### config.mk
export PLATFORM = sky130hd
export DESIGN_NAME = smol_decode_stage
export DESIGN_NICKNAME = d
export VERILOG_FILES = /design/src/rtl/smol_decode_stage.sv
export SDC_FILE = /design/constraint.sdc
export NUM_CORES = 1
export LEC_CHECK = 0
export ABC_AREA = 1
export CORE_MARGIN = 2
export CORE_UTILIZATION = 47
export DETAILED_ROUTE_END_ITERATION = 10
export MAX_ROUTING_LAYER = met4
export PLACE_DENSITY = 0.84
export SLEW_MARGIN = 20
export SYNTH_ARGS = -nofsm -noshare
export SYNTH_HDL_FRONTEND = slang
export SYNTH_SLANG_ARGS = --single-unit
### constraint.sdc
create_clock -name clk -period 1.75 [get_ports clk]
set_input_delay 0.2625 -clock clk [delete_from_list [all_inputs] [get_ports clk]]
set_output_delay 0.2625 -clock clk [all_outputs]
set_load 0.02 [all_outputs]
### src/rtl/smol_decode_stage.sv
// Registered RV32I/RV64I decode stage: decodes the fetched word on accept and
// holds the bundle in an output register, optionally backed by a skid entry.
module smol_decode_stage #(
   parameter int XLEN        = 32,
   parameter int PC_W        = 32,
   parameter int ENABLE_SKID = 1
) (
   input  logic                     clk,
   input  logic                     rst_n,
   input  logic                     flush,
   input  logic                     in_valid,
   output logic                     in_ready,
   input  logic [31:0]              instr,
   input  logic [PC_W-1:0]          in_pc,
   output logic                     out_valid,
   input  logic                     out_ready,
   output logic [PC_W-1:0]          out_pc,
   output logic [6:0]               opcode,
   output logic [4:0]               rd,
   output logic [4:0]               rs1,
   output logic [4:0]               rs2,
   output logic [2:0]               funct3,
   output logic [6:0]               funct7,
   output logic [$clog2(XLEN)-1:0]  shamt,
   output logic [XLEN-1:0]          imm,
   output logic [2:0]               imm_type,
   output logic                     illegal,
   output logic                     reg_write,
   output logic                     mem_read,
   output logic                     mem_write,
   output logic                     branch,
   output logic                     jump,
   output logic                     alu_src,
   output logic                     mem_to_reg,
   output logic [31:0]              dec_count
);

   localparam int SHW = $clog2(XLEN);

   typedef enum logic [2:0] {
      IMM_NONE = 3'd0,
      IMM_I    = 3'd1,
      IMM_S    = 3'd2,
      IMM_B    = 3'd3,
      IMM_U    = 3'd4,
      IMM_J    = 3'd5
   } imm_type_t;

   // ctl packs {reg_write, mem_read, mem_write, branch, jump, alu_src, mem_to_reg}
   typedef struct packed {
      logic [PC_W-1:0] pc;
      logic [6:0]      opcode;
      logic [4:0]      rd;
      logic [4:0]      rs1;
      logic [4:0]      rs2;
      logic [2:0]      funct3;
      logic [6:0]      funct7;
      logic [SHW-1:0]  shamt;
      logic [XLEN-1:0] imm;
      imm_type_t       imm_type;
      logic            illegal;
      logic [6:0]      ctl;
   } bundle_t;

   bundle_t     dec;
   bundle_t     out_q;
   bundle_t     skid_q;
   logic        out_valid_q;
   logic        skid_valid;
   logic [31:0] dec_count_q;
   imm_type_t   itype;
   logic [6:0]  ctl;
   logic        known;
   logic        bad;
   logic [31:0] imm32;
   logic        accept;
   logic        deliver;

   assign in_ready = (ENABLE_SKID != 0) ? !skid_valid : (!out_valid_q || out_ready);
   assign accept   = in_valid && in_ready;
   assign deliver  = out_valid_q && out_ready;

   // Word decode; illegal words keep their raw fields but lose imm and controls.
   always_comb begin
      itype = IMM_NONE;
      ctl   = 7'b0;
      known = 1'b1;
      case (instr[6:2])
         5'b01101, 5'b00101: begin itype = IMM_U; ctl = 7'b1000010; end
         5'b11011:           begin itype = IMM_J; ctl = 7'b1000100; end
         5'b11001:           begin itype = IMM_I; ctl = 7'b1000110; end
         5'b00000:           begin itype = IMM_I; ctl = 7'b1100011; end
         5'b00100:           begin itype = IMM_I; ctl = 7'b1000010; end
         5'b00011, 5'b11100: itype = IMM_I;
         5'b01000:           begin itype = IMM_S; ctl = 7'b0010010; end
         5'b11000:           begin itype = IMM_B; ctl = 7'b0001000; end
         5'b01100:           ctl = 7'b1000000;
         5'b00110: begin
            if (XLEN == 64) begin
               itype = IMM_I;
               ctl   = 7'b1000010;
            end else begin
               known = 1'b0;
            end
         end
         5'b01110: begin
            if (XLEN == 64) ctl = 7'b1000000;
            else            known = 1'b0;
         end
         default: known = 1'b0;
      endcase

      bad = !known || (instr[1:0] != 2'b11) || (instr == 32'h0000_0000) ||
            (instr == 32'hFFFF_FFFF);
      if (bad) begin
         itype = IMM_NONE;
         ctl   = 7'b0;
      end

      case (itype)
         IMM_I:   imm32 = {{20{instr[31]}}, instr[31:20]};
         IMM_S:   imm32 = {{20{instr[31]}}, instr[31:25], instr[11:7]};
         IMM_B:   imm32 = {{19{instr[31]}}, instr[31], instr[7], instr[30:25], instr[11:8], 1'b0};
         IMM_U:   imm32 = {instr[31:12], 12'b0};
         IMM_J:   imm32 = {{11{instr[31]}}, instr[31], instr[19:12], instr[20], instr[30:21], 1'b0};
         default: imm32 = 32'b0;
      endcase

      dec          = '0;
      dec.pc       = in_pc;
      dec.opcode   = instr[6:0];
      dec.rd       = instr[11:7];
      dec.rs1      = instr[19:15];
      dec.rs2      = instr[24:20];
      dec.funct3   = instr[14:12];
      dec.funct7   = instr[31:25];
      if (instr[6:0] == 7'b0010011 && instr[13:12] == 2'b01) begin
         dec.shamt = instr[20 +: SHW];
      end
      dec.imm      = XLEN'($signed(imm32));
      dec.imm_type = itype;
      dec.illegal  = bad;
      dec.ctl      = ctl;
   end

   // Output register plus skid entry; the skid only fills when the output is stalled.
   always_ff @(posedge clk or negedge rst_n) begin
      if (!rst_n) begin
         out_q       <= '0;
         skid_q      <= '0;
         out_valid_q <= 1'b0;
         skid_valid  <= 1'b0;
      end else if (flush) begin
         out_valid_q <= 1'b0;
         skid_valid  <= 1'b0;
      end else if (ENABLE_SKID != 0) begin
         if (!out_valid_q || out_ready) begin
            if (skid_valid) begin
               out_q       <= skid_q;
               out_valid_q <= 1'b1;
               skid_valid  <= 1'b0;
            end else if (accept) begin
               out_q       <= dec;
               out_valid_q <= 1'b1;
            end else begin
               out_valid_q <= 1'b0;
            end
         end else if (accept) begin
            skid_q     <= dec;
            skid_valid <= 1'b1;
         end
      end else begin
         if (accept) begin
            out_q       <= dec;
            out_valid_q <= 1'b1;
         end else if (out_ready) begin
            out_valid_q <= 1'b0;
         end
      end
   end

   // A deliver in a flush cycle still reaches downstream, so it is counted.
   always_ff @(posedge clk or negedge rst_n) begin
      if (!rst_n) begin
         dec_count_q <= 32'd0;
      end else if (deliver) begin
         dec_count_q <= dec_count_q + 32'd1;
      end
   end

   assign out_valid = out_valid_q;
   assign out_pc    = out_q.pc;
   assign opcode    = out_q.opcode;
   assign rd        = out_q.rd;
   assign rs1       = out_q.rs1;
   assign rs2       = out_q.rs2;
   assign funct3    = out_q.funct3;
   assign funct7    = out_q.funct7;
   assign shamt     = out_q.shamt;
   assign imm       = out_q.imm;
   assign imm_type  = out_q.imm_type;
   assign illegal   = out_q.illegal;
   assign {reg_write, mem_read, mem_write, branch, jump, alu_src, mem_to_reg} = out_q.ctl;
   assign dec_count = dec_count_q;

endmodule

Word-level counts from Yosys, hierarchy flattened
Cells that the tools add are included.
{ "word_totals": {"regBits": 258, "latchBits": 0, "ramBits": 0, "romBits": 0, "inputBits": 69, "elab_cells": 86, "memories": 0} }
{ "classes": {"add_sub_neg": 1, "multipliers": 0, "div_mod_pow": 0, "order_cmp": 0, "n_eq_ne": 19, "shifts": 0, "muxes": 16, "bitwise_logic": 2, "n_reduce_logical": 21} }
{ "op_table": {"columns": ["operator", "n"], "rows": [
  ["112-bit 2-to-1 mux", 2],
  ["32-bit one-hot mux with 5 select lines", 1],
  ["7-bit one-hot mux with 7 select lines", 1],
  ["32-bit by 1-bit adder with 32-bit output, second input constant", 1],
  ["32-bit equality test, second input constant", 1],
  ["32-bit zero test", 1],
  ["5-bit equality test, second input constant", 4],
  ["5-bit by 4-bit equality test with 1-bit output, second input constant", 3],
  ["3-bit one-hot mux with 5 select lines", 1],
  ["11-bit OR reduction", 1],
  ["5-bit by 3-bit equality test with 1-bit output, second input constant", 2],
  ["1-bit 2-to-1 mux", 8],
  ["7-bit by 5-bit equality test with 1-bit output, second input constant", 1],
  ["7-bit 2-to-1 mux", 1],
  ["3-bit by 2-bit equality test with 1-bit output, second input constant", 2],
  ["3-bit equality test, second input constant", 2],
  ["3-bit AND reduction", 2],
  ["5-bit by 2-bit equality test with 1-bit output, second input constant", 1],
  ["5-bit zero test", 1],
  ["5-bit 2-to-1 mux", 1],
  ["5-bit OR reduction", 1],
  ["1-bit logical OR", 4],
  ["2-bit nonzero test", 2],
  ["3-bit by 1-bit equality test with 1-bit output, second input constant", 1],
  ["9 further kinds", 14]
]} }

Logic depth before layout (Yosys ltp)
{ "depth": {"depth_word": 12, "depth_mapped": 13} }

Worst setup path after synthesis
No wires, ideal clock.
{ "synth_path": {"kind": "register to register", "start": "register out_valid_q (netlist: out_valid)", "end": "register dec_count_q[27] (netlist: dec_count[27])", "setup_time_ps": 123, "arrival_time_ps": 1827, "setup_slack_ps": -200, "stages_incl_launch_ff": 11, "synth_period_minus_slack_ps": 1950, "cell_sequence": "dfrtp_1 -> nand2_2 -> nor3_2 -> nand3_1 -> nor2_2 -> nand2_1 -> nor3_2 -> nand2_1 -> nor2_1 -> nand2_1 -> xor2_1"} }
{ "synth_via": {"elab_chain_cells": 1} }
{ "synth_lines": {"columns": ["item", "line", "rtl"], "rows": [
  ["start: declaration", "68", "logic out_valid_q;"],
  ["start signal: assignment", "151", "out_valid_q <= 1'b0;"],
  ["start signal: assignment", "154", "out_valid_q <= 1'b0;"],
  ["start signal: assignment", "160", "out_valid_q <= 1'b1;"],
  ["1-bit logical AND", "81", "assign deliver = out_valid_q && out_ready;"],
  ["end signal: assignment", "187", "dec_count_q <= dec_count_q + 32'd1;"],
  ["end: declaration", "70", "logic [31:0] dec_count_q;"]
]} }
Every way passes these cells.
A chain may end at the register's enable or synchronous reset.

Final worst setup path
Same ends and word-level chain as after synthesis.

==> results_dict.tcl <==
set metrics [dict create \
    critPathArrivalTime_ns 2.38 \
    drive_gt1_frac 0.191 \
    cts_tree "built" \
    grt_first_pass_wirelength_mm 52.5 \
    synth_cell_types 39 \
    synth_nets 1419 \
    fin_area_sq_mm 0.0168 \
    tightest_slew_ns 0.862 \
    setup_viol 87 \
    grt_pass1_vias 10300 \
    wirelength_mm 38.2 \
    worstSetupStartpointType "flop" \
    rows 57 \
    cts_made_buffers 28 \
    power_leakage_uw 0.00879 \
    routed-via-count 11000 \
    p_per_area_mw_per_mm2 1010 \
    ff2ff_path_depth 11 \
    synth_largest_area_cell "dfrtp_1" \
    clkSinkCount 256 \
    die_x_um 160 \
    synth_top_area_share 0.560 \
    failed_checks "negative setup slack" \
    synth.avg_cell_area_sq_um 8.49 \
    wl_per_cell_um 19.0 \
    via_per_inst 5.47 \
    antenna_found_initial 3 \
    rsz0062_at_grt "true" \
    fin_crit_sh 1.12 \
    fp.dieArea_sq_mm 0.0256 \
    vdd_ir_drop_max_mv 0.834 \
    gp_congestion 0.912 \
    fin_skew_ns 0.0188 \
    drtIter0Drc 1202 \
    clk_path_buf_depth 3 \
    max_slew_margin 0.424 \
    portBuffers 214 \
    path_class "flop to flop" \
    crit_path_end_kind "flop" \
    num_io_pins 215 \
    syn_area_sq_mm 0.0114 \
    finalCriticalPeriod_ns 1.97 \
    nets 1736 \
    clk_transition_reported_paths_ns 0.06 \
    status "finished, violations left" \
    ys_seq_area_frac 0.560 \
    drv_cap 0 \
    final_common_cell "nand2_1" \
    yosysWarnings 0 \
    floorplan.initialDensity 0.475 \
    insertion_delay_ns 0.55 \
    fin_ws_ns -0.218 \
    pre_cts_ws_ns -0.716 \
    fp.dieH_um 160 \
    placed_cell_area_sq_mm 0.0146 \
    required_ns 2.16 \
    grt_overflow_total 0 \
    syn_to_final_growth_pct 46.4 \
    min_path_type "input pin to flop" \
    netlist_instances 1349 \
    maxSlewViolCount 0 \
    ys_ff_latch 256 \
    holdPathStages 4 \
    grt.total_usage 0.260 \
    drc_errors 0 \
    mostFrequentLayoutCells "385 x nand2_1, 251 x dfrtp_1, 196 x o21ai_0, 145 x dlygate4sd2_1, 97 x inv_1" \
    first_pass_iters 5 \
    grt_max_degree 127 \
    core_area_sq_mm 0.0241 \
    hold_viol 0 \
    fin_util 0.695 \
    ant_nets 0 \
    cts_htree_levels 1 \
    crit_fanout 3 \
    cts_root_buf "clkbuf_16" \
    yosys-top-cells-area "dfrtp_1 56%, nand2_1 13%, o21ai_0 10%, inv_1 3.5%, nor2_1 2.3%" \
    post-dp-hpwl_mm 21.9 \
    fmax_ghz 0.508 \
    report.power.total_uw 16900 \
]
==> path summary, 6_finish.rpt <==
path                            from       endpoint  slack (ns)
setup / recovery           out_valid  dec_count[27]       -0.22
hold / removal              instr[3]     skid_q[76]        0.20
setup reg to reg           out_valid  dec_count[27]       -0.22
hold reg to reg             shamt[2]       shamt[2]        0.47
max in group asynchronous      rst_n      skid_q[4]        0.81
min in group asynchronous      rst_n    skid_q[106]        0.24
==> power breakdown <==
group	internal, uW	total, uW	switching [uW]
Combinational	1400	3320	1920
Sequential	6830	7380	545
Clock	3740	6170	2430
==> cells in the mapped netlist <==
| cell type | count |
|---|---|
| nand2_1 | 408 |
| dfrtp_1 | 256 |
| o21ai_0 | 231 |
| inv_1 | 107 |
| nor2_1 | 70 |
| clkbuf_1 | 59 |
| nand3_1 | 36 |
| a21oi_1 | 29 |
| xor2_1 | 22 |
| nand4_1 | 18 |
| buf_1 | 11 |
| o21ai_1 | 10 |
| xnor2_1 | 9 |
| nor3_1 | 8 |
| o31ai_1 | 7 |
| a31oi_1 | 6 |
| buf_6 | 5 |
| nor3_2 | 5 |
| o21a_1 | 5 |
| a22oi_1 | 4 |
| inv_2 | 4 |
| nand2_2 | 4 |
| nor2_2 | 4 |
| nor4_1 | 4 |
| o2111ai_1 | 4 |
| nand3_2 | 3 |
| nand3_4 | 3 |
| o211ai_1 | 3 |
| a2bb2oi_1 | 2 |
| buf_2 | 2 |
| buf_4 | 2 |
| a21o_1 | 1 |
| ha_1 | 1 |
| mux2_2 | 1 |
| nand2_4 | 1 |
| nor2_4 | 1 |
| nor2_8 | 1 |
| nor3b_1 | 1 |
| o21ai_2 | 1 |
==> sequential cells by signal, indices dropped and copies added, names as in the netlist, 3 cells and up <==
name,cells
rs2,5
opcode,7
out_pc,32
funct3,3
rs1,5
imm,32
shamt,5
skid_q,111
funct7,7
imm_type,3
rd,5
dec_count,32
==> per-layer routing <==
layer | global-route usage | share of wire | vias up
met5 | - | 0 | -
met4 | 0.104 | 0.048 | 0
li1 | - | - | 5016
met1 | 0.309 | 0.37 | 5308
met3 | 0.0538 | 0.089 | 136
met2 | 0.435 | 0.50 | 563
==> layout make-up <==
cell class,instances,area (sq um)
fill,1774,7350
sequential,256,6410
multi-input combinational,906,4880
timing repair buffer,363,3650
clock buffer,43,838
inverter,111,432
tap,324,405
clock inverter,9,126
antenna,3,7.51
==> through the flow <==
step	hold slack (ns)	setup TNS (ns)	std cells
after CTS	0.240	-0.956	1972
after global placement	0.193	-57.85	1901
final	0.200	-5.99	2015
after floorplan	-0.0331	-0.434	1349
after global routing	0.212	-13.23	2015
after detailed placement	0.193	-70.63	1901
==> critical path: stages, from the launching register on <==
cell	delay (ns)
dfrtp_2	0.38
nand2_4	0.08
nor3_4	0.22
nand3_2	0.13
nor2_4	0.15
buf_4	0.14
nand2_4	0.06
nor3_4	0.21
nand2_2	0.14
nor2_4	0.11
nand2_1	0.08
xor2_1	0.15
==> kinds of logic after synthesis <==
group           share of synthesized area
compound gates                      0.140
xor+xnor                           0.0237
fa+ha+maj                         0.00109
buf+inv                            0.0665
flops                               0.560
mux                              0.000984
simple gates                        0.208
==> what timing repair did <==
item,in CTS,in global routing
gates resized for setup,177,180
pin swaps,12,34
endpoints found under the hold margin,76,0
gates cloned,3,18
hold buffers,1,0
setup endpoints to repair,205,123
buffers inserted,15,26
No activity file was read; power rests on OpenSTA's default activity.
